--- config.mk ---
export PLATFORM = sky130hd
export DESIGN_NAME = alu
export DESIGN_NICKNAME = d
export VERILOG_FILES = /design/src/rtl/alu_pkg.sv /design/src/rtl/alu_shifter.sv /design/src/rtl/alu.sv
export SDC_FILE = /design/constraint.sdc
export NUM_CORES = 1
export LEC_CHECK = 0
export ABC_CLOCK_PERIOD_IN_PS = 800
export CORE_AREA = 2 2 166 168
export CTS_CLUSTER_DIAMETER = 50
export CTS_CLUSTER_SIZE = 25
export DETAILED_ROUTE_END_ITERATION = 12
export DIE_AREA = 0 0 168 170
export GPL_TIMING_DRIVEN = 0
export HOLD_SLACK_MARGIN = 0.06
export PLACE_DENSITY_LB_ADDON = 0.12
export SYNTH_ARGS = -nofsm -noshare
export SYNTH_HDL_FRONTEND = slang
export SYNTH_SLANG_ARGS = --single-unit
--- constraint.sdc ---
create_clock -name clk -period 0.8 [get_ports clk]
set_clock_uncertainty 0.05 [all_clocks]
set_input_delay 0.08 -clock clk [delete_from_list [all_inputs] [get_ports clk]]
set_output_delay 0.08 -clock clk [all_outputs]
set_load 0.01 [all_outputs]
--- src/rtl/alu_pkg.sv ---
// Shared types and constants for the registered integer ALU.
// Every module of the ALU imports this package.
package alu_pkg;

    localparam int ALU_WIDTH_DEFAULT = 32;

    typedef enum logic [2:0] {
        ALU_AND = 3'b000,
        ALU_OR  = 3'b001,
        ALU_XOR = 3'b010,
        ALU_ADD = 3'b011,
        ALU_SUB = 3'b100,
        ALU_SLL = 3'b101,
        ALU_SRL = 3'b110,
        ALU_SRA = 3'b111
    } alu_op_e;

endpackage

--- src/rtl/alu_shifter.sv ---
// Combinational barrel shifter for SLL, SRL and SRA on operand A.
// Any opcode other than SRL or SRA selects a left shift.
module alu_shifter
    import alu_pkg::*;
#(
    parameter int WIDTH   = ALU_WIDTH_DEFAULT,
    parameter int SHAMT_W = $clog2(WIDTH)
) (
    input  logic [WIDTH-1:0]   a_i,
    input  logic [SHAMT_W-1:0] shamt_i,
    input  alu_op_e            op_i,
    output logic [WIDTH-1:0]   result_o
);

    always_comb begin
        result_o = a_i << shamt_i;
        case (op_i)
            ALU_SRL: result_o = a_i >> shamt_i;
            // Arithmetic shift replicates A's sign bit into the vacated positions.
            ALU_SRA: result_o = $unsigned($signed(a_i) >>> shamt_i);
            default: result_o = a_i << shamt_i;
        endcase
    end

endmodule

--- src/rtl/alu.sv ---
// Registered integer ALU: logic, add/sub and shift ops with a one-cycle latency.
// The result and zero flag only update on cycles where in_valid is high.
module alu
    import alu_pkg::*;
#(
    parameter int WIDTH = ALU_WIDTH_DEFAULT
) (
    input  logic             clk,
    input  logic             rst_n,
    input  logic             in_valid,
    input  logic [WIDTH-1:0] input_A,
    input  logic [WIDTH-1:0] input_B,
    input  logic [2:0]       alu_ctrl,
    output logic             out_valid,
    output logic [WIDTH-1:0] output_result,
    output logic             zero_flag
);

    localparam int SHAMT_W = $clog2(WIDTH);

    // Handshake: in_valid has no ready partner; every valid input is accepted
    // and shows up exactly one cycle later with out_valid high for one cycle.

    alu_op_e          op;
    logic             is_sub;
    logic [WIDTH-1:0] b_eff;
    logic [WIDTH-1:0] sum;
    logic [WIDTH-1:0] shift_res;
    logic [WIDTH-1:0] result_d;
    logic             zero_d;

    logic [WIDTH-1:0] result_q;
    logic             zero_q;
    logic             valid_q;

    assign op = alu_op_e'(alu_ctrl);

    // One adder serves ADD and SUB: subtraction is A + ~B + 1.
    assign is_sub = (op == ALU_SUB);
    assign b_eff  = input_B ^ {WIDTH{is_sub}};
    assign sum    = input_A + b_eff + {{(WIDTH-1){1'b0}}, is_sub};

    alu_shifter #(
        .WIDTH   (WIDTH),
        .SHAMT_W (SHAMT_W)
    ) u_shifter (
        .a_i      (input_A),
        .shamt_i  (input_B[SHAMT_W-1:0]),
        .op_i     (op),
        .result_o (shift_res)
    );

    always_comb begin
        result_d = '0;
        case (op)
            ALU_AND: result_d = input_A & input_B;
            ALU_OR:  result_d = input_A | input_B;
            ALU_XOR: result_d = input_A ^ input_B;
            ALU_ADD: result_d = sum;
            ALU_SUB: result_d = sum;
            ALU_SLL: result_d = shift_res;
            ALU_SRL: result_d = shift_res;
            ALU_SRA: result_d = shift_res;
            default: result_d = '0;
        endcase
        zero_d = (result_d == '0);
    end

    always_ff @(posedge clk or negedge rst_n) begin
        if (!rst_n) begin
            result_q <= '0;
            zero_q   <= 1'b1;
            valid_q  <= 1'b0;
        end else begin
            valid_q <= in_valid;
            if (in_valid) begin
                result_q <= result_d;
                zero_q   <= zero_d;
            end
        end
    end

    assign out_valid     = valid_q;
    assign output_result = result_q;
    assign zero_flag     = zero_q;

endmodule

Word-level counts from Yosys, hierarchy flattened
Cells that the tools add are included.
W data, S select, Z words.
{"block": "word_totals", "in_bits": 70, "register_bits": 34, "latch_bits": 0, "mem_count": 0, "romBits": 0, "ramBits": 0, "output_inout_bits": 34, "elab_cells": 25}
{"block": "classes", "multipliers": 0, "n_eq_ne": 7, "n_lt_le_gt_ge": 0, "div": 0, "n_reduce_logical": 4, "add_sub_neg": 2, "bitwise": 4, "mux": 2, "shifts": 3}
{"op": "$pmux W32 S5", "count": 1}
{"op": "$pmux W32 S2", "count": 1}
{"op": "$xor A32 B32 Y32", "count": 2}
{"op": "$add A32 B1 Y32", "count": 1}
{"op": "$add A32 B32 Y32", "count": 1}
{"op": "$and A32 B32 Y32", "count": 1}
{"op": "$logic_not A32 Y1", "count": 1}
{"op": "$or A32 B32 Y32", "count": 1}
{"op": "$shl A32 B5 Y32", "count": 1}
{"op": "$shr A32 B5 Y32", "count": 1}
{"op": "$sshr A32 B5 Y32", "count": 1}
{"op": "$eq A3 B3 Y1 const B", "count": 4}
{"op": "$eq A3 B2 Y1 const B", "count": 2}
{"op": "$eq A3 B1 Y1 const B", "count": 1}
{"op": "$logic_not A3 Y1", "count": 1}
{"op": "$reduce_or A3 Y1", "count": 1}
{"op": "$reduce_or A2 Y1", "count": 1}

Longest topological paths before layout
{"block": "logic_depth", "word_depth": 6, "depth_mapped": 20}

Hierarchy
A second synthesis with hierarchy kept.
{"block": "hier_totals", "cells_unflattened": 1287, "hier_area_um2": 10168.5}
{"module": "alu", "area_per_inst_um2": 5785.5, "n_inst": 1, "cells_per_inst": 769}
{"module": "alu_shifter", "area_per_inst_um2": 4383.0, "n_inst": 1, "cells_per_inst": 518}

Worst setup path before layout
Ideal clock, no wire load.
{"block": "synth_timing", "path_type": "input to register", "startpoint": "in alu_ctrl[0]", "endpoint": "reg zero_q, in the netlist zero_flag", "setup_time_ns": 0.086, "required_time_ns": 0.664, "n_path_buf": 3, "setup_slack_ns": -3.253, "arrival_ns": 3.917, "cell_stages": 17, "cell_sequence": "buf_6 nor3b_1 clkbuf_1 xnor2_1 ha_1 nor2b_1 o31a_1 o2111a_1 or3_1 buf_2 o211ai_1 a2111oi_0 a311oi_1 nand2_1 nor4bb_1 nand4b_1 o31ai_2"}
{"block": "synth_via", "elab_chain_len": 6, "elab_cells_between_ends": 16, "classes_between": "add/sub: 2; eq/ne: 7; mux: 2; bitwise: 1; reduce/logical: 4"}
{"element": "from (decl)", "line": "alu.sv:13", "source": "input logic [2:0] alu_ctrl,"}
{"element": "$eq A3 B3 Y1", "line": "alu.sv:39, alu.sv:55"}
{"element": "$xor A32 B32 Y32", "line": "alu.sv:40", "source": "assign b_eff = input_B ^ {WIDTH{is_sub}};"}
{"element": "$add A32 B32 Y32", "line": "alu.sv:41", "source": "assign sum = input_A + b_eff + {{(WIDTH-1){1'b0}}, is_sub};"}
{"element": "$add A32 B1 Y32", "line": "alu.sv:41"}
{"element": "$pmux W32 S5 (*)", "line": "alu.sv:55", "source": "case (op)"}
{"element": "$logic_not A32 Y1 (*)", "line": "alu.sv:66", "source": "zero_d = (result_d == '0);"}
{"element": "to (signal assigned)", "line": "alu.sv:78", "source": "zero_q <= zero_d;"}
{"element": "to (decl)", "line": "alu.sv:33", "source": "logic zero_q;"}
Every way passes the cells marked *; elsewhere a longest branch is shown, timed or not.
A chain may end at the register's enable or synchronous reset.

Worst setup path after layout
{"block": "layout_timing", "startpoint": "in input_B[0]", "endpoint": "reg zero_q, in the netlist zero_flag"}
{"block": "layout_via", "elab_chain_len": 5, "elab_cells_between_ends": 12, "classes_between": "add/sub: 2; shift: 3; mux: 2; bitwise: 4; reduce/logical: 1"}
{"element": "from (decl)", "line": "alu.sv:12", "source": "input logic [WIDTH-1:0] input_B,"}
{"element": "$xor A32 B32 Y32", "line": "alu.sv:40"}
{"element": "$add A32 B32 Y32", "line": "alu.sv:41"}
{"element": "$add A32 B1 Y32", "line": "alu.sv:41"}
{"element": "$pmux W32 S5 (*)", "line": "alu.sv:55"}
{"element": "$logic_not A32 Y1 (*)", "line": "alu.sv:66"}
Marked as above.

==> results.toml <==
[clocking]
clkTransAtPathRegs_ps = 50
cts_max_path_buffers = 2
cts_tree = "built"
clk_latency_ps = 290
cts_num_sinks = 34
root_buffer = "clkbuf_16"
cts_max_level = 2
cts_made_buffers = 5

[routing]
wl_per_cell_um = 34.9
drc = 0
firstDrtPassIters = 5
first_iter_violations = 1922
via_count = 13502
routed_wl_um = 66300
ant_nets = 0
vias_per_cell = 7.11

[placed_design]
placed_area_sq_mm = 0.0123
dp_hpwl_um = 49400
gp_congestion = 1.10
io_buffers = 102

[synth]
synth_ff_type = "dfrtp_1"
synthCells = 1324
synth-async-reset-ratio_pct = 100
synth_area_sq_mm = 0.0105
ys_types = 92
ys.warnings.count = 0
ys_seq_area_share_pct = 8.10
synth_fp_nets = 1496
avgSynthCellArea_sq_um = 7.95
synth_enable_flop_cells = 0
ys_ff_latch = 34

[timing]
hold_viol = 33
setup_viol = 67
setup_tns_ps = -76690
fmax_mhz = 262
rsz0062_at_grt = "yes"
setup_ws_ps = -3010
worst_pin_slew_ps = 1080
finalMaxSlewViolations = 0
relSlewSlack_pct = 27.5
timing.final.crit_share_pct = 476
post-route-min-period_ps = 3810
holdWs_ps = -177

[global_routing]
antenna_found_initial = 2
grt_pass1_vias = 12618
grt_usage_pct = 44.7
grt.overflow.total = 0
grt_max_degree = 35
grt_pass1_wl_um = 91300

[floorplanning]
initial_core_util_pct = 39.5
die_area_sq_mm = 0.0286
row_count = 60
core_area_sq_mm = 0.0267
dieWidth_um = 168
die_h_um = 170
ios = 104

[final_layout]
nNetsFinal = 1727
fin_area_sq_mm = 0.0147
syn2layout_area_growth_pct = 40.1
layout-drive-gt1-share_pct = 35.2
final_util_pct = 55.3

[setup_path]
arrival_ps = 3960
crit_type = "in2reg"
cp_max_fo = 5
cp-start-kind = "input pin"
critPathRequiredTime_ps = 950
cp-end-kind = "flop"

[pwr]
pwr-share-comb_pct = 74.7
p_per_area_mw_per_mm2 = 1160
ir_worst_vdd_v = 0.00114
p_leak_nw = 6.17
total_power_mw = 17.1
p_int_mw = 8.87
p_seq_share_pct = 12.9
p_clk_share_pct = 12.4
switching_share_pct = 48.1
power_switching_mw = 8.21

[status]
violations = "hold timing, setup timing"
status = "finished with violations"

[hold_path]
hp-class = "in2async"

[run]
max-cap-violations = 0
-- critical path, cell delays in order --
cell and delay, ps:
buf_8 100, buf_12 120, buf_12 110, buf_12 130, buf_12 120, buf_12 140, a21oi_4 150, fa_2 270
nor2b_4 60, o31a_1 370, o41a_1 450, a21oi_2 240, xnor2_1 120, a221oi_2 340, o311a_1 240, and4b_1 300
and4_1 260, nand4b_1 130, o31ai_2 210
-- cells in the mapped netlist, types with 21 or more instances --
| master | n | area share (%) |
|---|---|---|
| nor2_1 | 107 | 3.8 |
| mux2_2 | 29 | 3.1 |
| clkbuf_1 | 74 | 2.6 |
| nand2_1 | 102 | 3.6 |
| mux2i_1 | 55 | 5.2 |
| nor3_1 | 26 | 1.2 |
| o211ai_1 | 22 | 1.6 |
| inv_1 | 71 | 2.5 |
| nand3_1 | 21 | 1.0 |
| o21ai_0 | 92 | 4.4 |
| dfrtp_1 | 33 | 7.8 |
| a21oi_1 | 84 | 4.0 |
| xnor2_1 | 38 | 3.2 |
| mux4_2 | 64 | 14 |
| ha_1 | 101 | 12 |
| buf_2 | 27 | 1.3 |
| o22ai_1 | 23 | 1.4 |
-- state kept, by name, summed over array words and instances, names as in the netlist --
register and cells:
out_valid 1, output_result 32, zero_flag 1
-- layout by cell type, fill, tap and decap left out, types with 15 or more instances in the layout --
cell,n
o22ai_1,22
mux2_2,18
clkbuf_1,32
nand3_1,21
buf_6,39
inv_1,68
a21oi_2,24
clkdlybuf4s50_1,29
a21o_1,16
o211ai_1,22
dlygate4sd2_1,25
xnor2_1,26
buf_4,107
nor3_1,22
nand2_1,96
ha_1,90
buf_12,23
dfrtp_1,33
mux4_2,66
a21oi_1,54
mux2i_1,44
clkbuf_2,17
o21a_1,20
buf_2,47
a31oi_1,15
o21ai_0,76
nor2_1,101
-- metrics by stage --
stage | cells | worst slack, ps | hold slack [ps]
3_5_place_dp | 1767 | -4510 | 145
2_1_floorplan | 1324 | -2890 | -266
5_1_grt | 1897 | -3100 | -106
6_report | 1898 | -3010 | -177
4_1_cts | 1865 | -2860 | -153
3_3_place_gp | 1767 | -4550 | 432
-- area by class of cell --
type,instances,area (sq um)
antenna,1,2.50
buffer,131,1140
clock buffer,8,166
fill,2472,11900
inverter,75,322
multi-input combinational,1081,9870
sequential,34,852
tap,341,427
timing repair buffer,227,1960
-- power groups by stage --
stage | logic, mW | clock network, mW | registers, mW
6_report | 12.8 | 2.12 | 2.20
2_1_floorplan | 5.77 | 0 | 2.36
5_1_grt | 13.2 | 2.21 | 2.23
3_5_place_dp | 9.82 | 0 | 2.22
3_3_place_gp | 9.84 | 0 | 2.21
4_1_cts | 11.2 | 2.13 | 2.19
-- layer usage --
layer / track usage (%) / up-vias / wire length [um]
li1: - / 5455 / -
met1: 57.3 / 6585 / 24800
met2: 66.1 / 1151 / 27700
met3: 15.4 / 305 / 8890
met4: 23.6 / 6 / 4860
met5: 1.74 / - / 70
-- path summary, 6_finish.rpt --
path	from	endpoint	slack, ps	cells past startpoint
worst max-delay path	input_B[0]	zero_flag	-3010	19
worst min-delay path	rst_n	output_result[27]	-180	1
worst max register to register	output_result[8]	output_result[8]	-110	3
worst min register to register	output_result[4]	output_result[4]	440	1
max in group asynchronous	rst_n	output_result[7]	380	1
min in group clk	in_valid	out_valid	230	1
-- cells by family after synthesis --
kind of cell | Yosys count | share of synthesized area [%]
fa+ha+maj | 102 | 12.2
flops | 34 | 8.10
buf+inv | 209 | 8.97
simple gates | 354 | 16.0
xor+xnor | 48 | 4.00
mux | 155 | 23.6
compound gates | 422 | 27.1
-- repair_timing --
action / in CTS / in global routing
endpoints found under the setup margin: 67 / 67
setup buffers: 91 / 39
hold endpoints to repair: 33 / 33
pin swaps: 68 / 72
gates cloned: 1 / 0
gates resized for setup: 482 / 92
Power figures use the tool's default switching activity.
